## src/rtl/song_selector_pkg.sv

```systemverilog
// Shared definitions for the player front-end: state encoding, song-number width
// and default timing constants also used by the display and tone stages.
package song_selector_pkg;

    localparam int SONG_W                  = 4;
    localparam int NUM_SONGS_DEFAULT       = 3;
    localparam int DEBOUNCE_CYCLES_DEFAULT = 2_000_000;
    localparam int CNT_W_DEFAULT           = 21;

    localparam int NUM_BTNS = 3;
    localparam int BTN_NEXT = 0;
    localparam int BTN_PREV = 1;
    localparam int BTN_PLAY = 2;

    typedef enum logic {
        ST_BROWSE = 1'b0,
        ST_PLAY   = 1'b1
    } state_e;

endpackage

```

## src/rtl/song_selector_button_debounce.sv

```systemverilog
// One pushbutton input path: two-flop synchroniser, stability-counter debounce and
// a single-cycle pulse on each accepted rising edge.
import song_selector_pkg::*;

module button_debounce #(
    parameter int DEBOUNCE_CYCLES = DEBOUNCE_CYCLES_DEFAULT,
    parameter int CNT_W           = CNT_W_DEFAULT
) (
    input  logic clk,
    input  logic reset,
    input  logic btn_raw,
    output logic btn_level,
    output logic btn_press
);

    localparam logic [CNT_W-1:0] CNT_LAST = CNT_W'(DEBOUNCE_CYCLES - 1);

    logic             sync1_q;
    logic             sync2_q;
    logic [CNT_W-1:0] cnt_q;
    logic [CNT_W-1:0] cnt_d;
    logic             level_q;
    logic             level_d;
    logic             level_prev_q;

    always_ff @(posedge clk or posedge reset) begin
        if (reset) begin
            sync1_q      <= 1'b0;
            sync2_q      <= 1'b0;
            cnt_q        <= '0;
            level_q      <= 1'b0;
            level_prev_q <= 1'b0;
        end else begin
            sync1_q      <= btn_raw;
            sync2_q      <= sync1_q;
            cnt_q        <= cnt_d;
            level_q      <= level_d;
            level_prev_q <= level_q;
        end
    end

    // The counter only runs while the synced level disagrees with the accepted one,
    // so any return to the accepted level restarts the stability window.
    always_comb begin
        cnt_d   = cnt_q;
        level_d = level_q;
        if (sync2_q == level_q) begin
            cnt_d = '0;
        end else if (cnt_q == CNT_LAST) begin
            level_d = ~level_q;
            cnt_d   = '0;
        end else begin
            cnt_d = cnt_q + CNT_W'(1);
        end
    end

    assign btn_level = level_q;
    assign btn_press = level_q & ~level_prev_q;

endmodule

```

## src/rtl/song_selector.sv

```systemverilog
// Player front-end: debounced next/prev/play buttons drive a browse/play FSM that
// selects a wrapping song number and issues play_start pulses.
import song_selector_pkg::*;

module song_selector #(
    parameter int NUM_SONGS       = NUM_SONGS_DEFAULT,
    parameter int DEBOUNCE_CYCLES = DEBOUNCE_CYCLES_DEFAULT,
    parameter int CNT_W           = CNT_W_DEFAULT
) (
    input  logic              clk,
    input  logic              reset,
    input  logic              btn_next,
    input  logic              btn_prev,
    input  logic              btn_play,
    input  logic              song_done,
    output logic [SONG_W-1:0] num,
    output logic              playing,
    output logic              play_start
);

    localparam logic [SONG_W-1:0] LAST_SONG = SONG_W'(NUM_SONGS);
    localparam logic [SONG_W-1:0] FIRST_SONG = SONG_W'(1);

    logic [NUM_BTNS-1:0] btn_raw;
    logic [NUM_BTNS-1:0] btn_press;
    logic [NUM_BTNS-1:0] unused_btn_level;

    state_e            state_q;
    state_e            state_d;
    logic [SONG_W-1:0] num_q;
    logic [SONG_W-1:0] num_d;
    logic              play_start_q;
    logic              play_start_d;

    logic press_next;
    logic press_prev;
    logic press_play;

    function automatic logic [SONG_W-1:0] wrap_inc(input logic [SONG_W-1:0] n);
        return (n == LAST_SONG) ? FIRST_SONG : n + FIRST_SONG;
    endfunction

    function automatic logic [SONG_W-1:0] wrap_dec(input logic [SONG_W-1:0] n);
        return (n == FIRST_SONG) ? LAST_SONG : n - FIRST_SONG;
    endfunction

    assign btn_raw[BTN_NEXT] = btn_next;
    assign btn_raw[BTN_PREV] = btn_prev;
    assign btn_raw[BTN_PLAY] = btn_play;

    generate
        for (genvar gi = 0; gi < NUM_BTNS; gi++) begin : g_btn
            button_debounce #(
                .DEBOUNCE_CYCLES(DEBOUNCE_CYCLES),
                .CNT_W          (CNT_W)
            ) u_debounce (
                .clk      (clk),
                .reset    (reset),
                .btn_raw  (btn_raw[gi]),
                .btn_level(unused_btn_level[gi]),
                .btn_press(btn_press[gi])
            );
        end
    endgenerate

    assign press_next = btn_press[BTN_NEXT];
    assign press_prev = btn_press[BTN_PREV];
    assign press_play = btn_press[BTN_PLAY];

    always_ff @(posedge clk or posedge reset) begin
        if (reset) begin
            state_q      <= ST_BROWSE;
            num_q        <= FIRST_SONG;
            play_start_q <= 1'b0;
        end else begin
            state_q      <= state_d;
            num_q        <= num_d;
            play_start_q <= play_start_d;
        end
    end

    // Play/stop always takes priority over browsing and over auto-advance.
    always_comb begin
        state_d      = state_q;
        num_d        = num_q;
        play_start_d = 1'b0;
        case (state_q)
            ST_BROWSE: begin
                if (press_play) begin
                    state_d      = ST_PLAY;
                    play_start_d = 1'b1;
                end else if (press_next && !press_prev) begin
                    num_d = wrap_inc(num_q);
                end else if (press_prev && !press_next) begin
                    num_d = wrap_dec(num_q);
                end
            end
            ST_PLAY: begin
                if (press_play) begin
                    state_d = ST_BROWSE;
                end else if (song_done) begin
                    num_d        = wrap_inc(num_q);
                    play_start_d = 1'b1;
                end
            end
            default: begin
                state_d = ST_BROWSE;
            end
        endcase
    end

    assign num        = num_q;
    assign playing    = (state_q == ST_PLAY);
    assign play_start = play_start_q;

endmodule
```

## config.mk

```make
export PLATFORM = sky130hd
export DESIGN_NAME = song_selector
export DESIGN_NICKNAME = d
export VERILOG_FILES = /design/src/rtl/song_selector_pkg.sv /design/src/rtl/song_selector_button_debounce.sv /design/src/rtl/song_selector.sv
export SDC_FILE = /design/constraint.sdc
export NUM_CORES = 1
export LEC_CHECK = 0
export CORE_ASPECT_RATIO = 1.2
export CORE_MARGIN = 4
export CORE_UTILIZATION = 45
export DETAILED_ROUTE_END_ITERATION = 10
export SLEW_MARGIN = 10
export SYNTH_ARGS = -nofsm -noshare
export SYNTH_HDL_FRONTEND = slang
export SYNTH_HIERARCHICAL = 1
export SYNTH_SLANG_ARGS = --single-unit
```

## constraint.sdc

```tcl
create_clock -name clk -period 1.8 [get_ports clk]
set_input_delay 0.18 -clock clk [delete_from_list [all_inputs] [get_ports clk]]
set_output_delay 0.18 -clock clk [all_outputs]
set_load 0.005 [all_outputs]
```

==> results.ini <==
[cells_and_area]
layout-drive-gt1-share_pct=17.4
final.fill_count=820
layout.cells.non_filler=586
num-nets-final=476
diodes=0
post-route-util_pct=54.0
most_frequent_standard_cell_in_the_layout_excluding_fill_and_tap_cells=dfrtp_1
most-common-layout-cells=dfrtp_1 (80), nor2_1 (46), nand2_1 (28), buf_4 (28), a21oi_1 (25)
areaGrowthSynthToFinish_pct=17.2

[route]
pre_antenna_drt_iters=5
vias_per_cell=5.40
routed_wire_length_per_instance_um=13.4
postRouteWirelength_um=7850
detailroute.via_count=3164
drt-initial-drc-count=100
drcViolationCount=0
remaining_number_of_nets_flagged_by_the_antenna_check_after_routing=0

[logic_synthesis]
synthesis.area_per_instance_sq_um=10.2
synth_enable_flop_cells=0
synth_unique_cells=47
synthArstFlopShare_pct=100
synthCells=412
synth.ff_latch_count=81
ys.flop_type=dfrtp_1
netlist_area_sq_mm=0.00419
ys.warnings.count=6
total_nets_after_synthesis=427
yosysSeqAreaShare_pct=48.4

[floorplan]
dieWidth_um=96.1
initial_utilization_pct=46.1
io-pin-count=12
core-area_sq_mm=0.00908
rows=38
fp.dieArea_sq_mm=0.0109
die-height_um=114

[clocking]
tritoncts_num_sinks=81
cts-buffers-inserted=9
cts_tree=done
cts_hold_buf=0
clk_pin_slew_worst_setup_hold_paths_ns=0.08
clk_lat_worst_skew_ns=0.35
cts-root-to-sink-buffers=2
cts-htree-levels=3
clockRootBuffer=clkbuf_8

[setup_path]
rrSetupSlack_ns=-0.005
crit_path_cell_trace=nor2b_4 > inv_2 > ha_4 > or2_4 > a211oi_4 > mux2_4
critical-path-max-stage-delay_ns=0.40
critPathTopFamily=flip-flops
critical_path_class=flip-flop to flip-flop
critical_path.reg2reg.startpoint=g_btn[1].u_debounce/level_prev_q
reg2reg_to=num[1]
cp_bufs_invs=1
cp.required_ns=2.04
worstSetupEndpointType=flip-flop
critical_path.startpoint_type=flip-flop
worst_r2r_path_depth=6
critical-path-slowest-cell=dfrtp_1
critical_path_arrival_ns=2.05
critical_path_peak_fanout=7

[global_routing]
global_route_usage_sum_pct=16.2
grt_start_max_net_pins=26
globalRouteOverflowTotal=0
grt_pass1_wl_um=14100
antenna_violations_before_repair=0
grt_pass1_vias=3132

[pwr]
comb_power_share_pct=5.0
vdd_drop_max_mv=0.354
proportion_of_power_drawn_by_the_clock_network_pct=38.2
power_leakage_uw=0.00208
p_switching_uw=747
post-layout-total-power_uw=3270
power_density_mw_per_mm2=667
internal_power_uw=2530
sequential_share_of_power_pct=56.8
sw_frac_of_total_pct=22.8

[sta]
max_slew.worst_pin.slew_ns=0.344
final_critical_path_setup_slack_ns=-0.00526
count_of_endpoints_failing_hold_in_the_final_timing_report=0
timing.slew.headroom_pct=76.8
setup-violations-final=1
rsz0062_at_grt=true
final-max-slew-violation-count=0
achievable-frequency_mhz=554
final.period_utilization_pct=100
finalWorstPathRequiredPeriod_ns=1.81
clock-skew-final_ns=0.0116
finalSetupTns_ns=-0.00526

[placement]
place_inst=565
detailedPlace.worstSlack_ns=-0.0219
place_congestion=0.744
quantity_of_i_o_buffers_inserted_on_ports=11
dp_hpwl_um=5590

[status]
failed_checks=setup timing
outcome=finished with violations

[job]
maxCapViolations=0

[hold_path]
hp-class=input port to async pin

-- power groups by stage --
stage | logic [uW] | clock network, uW | registers, uW
after floorplan | 90.4 | 0 | 1890
after detailed placement | 155 | 0 | 1900
after CTS | 156 | 1310 | 1860
after global placement | 155 | 0 | 1900
final | 163 | 1250 | 1860
after global routing | 188 | 1390 | 1860
-- synth_stat cells, types with 4 or more instances --
cell	instances	area share, %
dfrtp_1	80	48
nor2_1	46	4.1
nand2_1	28	2.5
a21oi_1	26	3.1
inv_1	22	2.0
nand3_1	22	2.6
o21ai_0	18	2.2
xnor2_1	18	3.8
xor2_1	18	3.8
nand4_1	12	1.8
or3_1	12	1.8
and2_1	9	1.3
and4_1	9	1.9
ha_1	9	2.7
and3_1	6	0.90
nor3_1	6	0.72
nor4b_1	6	1.3
o31ai_1	6	1.1
mux2_2	4	1.1
nor2b_1	4	0.60
nor4_1	4	0.60
-- how the worst max path moves through the flow --
stage / cells past startpoint / to / from / slack, ns
CTS: 6 / num[1] / g_btn[1].u_debounce/level_prev_q / -0.02
detailed placement: 6 / num[1] / g_btn[1].u_debounce/level_prev_q / -0.02
global route: 6 / num[1] / g_btn[1].u_debounce/level_prev_q / -0.06
finish: 6 / num[1] / g_btn[1].u_debounce/level_prev_q / -0.005
global placement: 6 / num[1] / g_btn[1].u_debounce/btn_level / -0.0005
floorplan: 5 / num[1] / g_btn[0].u_debounce/btn_level / 0.01
-- metrics by stage --
stage / hold WS (ns) / instance area (sq um)
finish: 0.154 / 4910
global route: 0.172 / 4910
CTS: 0.136 / 4840
detailed placement: 0.339 / 4640
global placement: 0.333 / 4640
floorplan: -0.0298 / 4190
-- worst reg2reg max path, stage by stage, from the launching register on --
cell	delay, ns
dfrtp_1	0.40
nor2b_4	0.11
inv_2	0.05
ha_4	0.22
or2_4	0.23
a211oi_4	0.36
mux2_4	0.33
-- sequential cells by signal, indices dropped and copies added (netlist names) --
name / count
playing: 1
play_start: 1
g_btn.u_debounce/sync2_q: 3
g_btn.u_debounce/cnt_q: 63
g_btn.u_debounce/btn_level: 3
num: 4
g_btn.u_debounce/level_prev_q: 3
g_btn.u_debounce/sync1_q: 3
-- metal layers --
layer  GRT usage [%]  routed length [um]
met5               0                   0
met4            6.55                 140
met3            2.44                 158
met2            25.4                3800
met1            22.3                3740
-- cell families after synthesis --
logic type / Yosys count / synth area share, %
AOI/OAI and AO/OA: 63 / 10.0
xor gates and xnor gates: 36 / 7.53
adders and majority gates: 9 / 2.69
buffers and inverters: 26 / 2.90
DFF: 81 / 48.4
muxes: 6 / 1.55
and+or+nand+nor: 191 / 26.8
-- final cells by class --
| class | instances | area, sq um | share of cell area [%] |
|---|---|---|---|
| clock inverter | 2 | 12.5 | 0.255 |
| sequential | 81 | 2030 | 41.3 |
| clock buffer | 14 | 173 | 3.52 |
| inverter | 22 | 82.6 | 1.68 |
| timing repair buffer | 42 | 380 | 7.75 |
| multi-input combinational | 305 | 2080 | 42.4 |
| tap | 120 | 150 | 3.06 |
-- repair_timing --
action / in CTS / in global routing
hold endpoints to repair: 0 / 0
endpoints found under the setup margin: 2 / 10
setup buffers: 1 / 4
pin swaps: 0 / 3
gates resized for setup: 0 / 8
(Power assumes the default switching activity.)
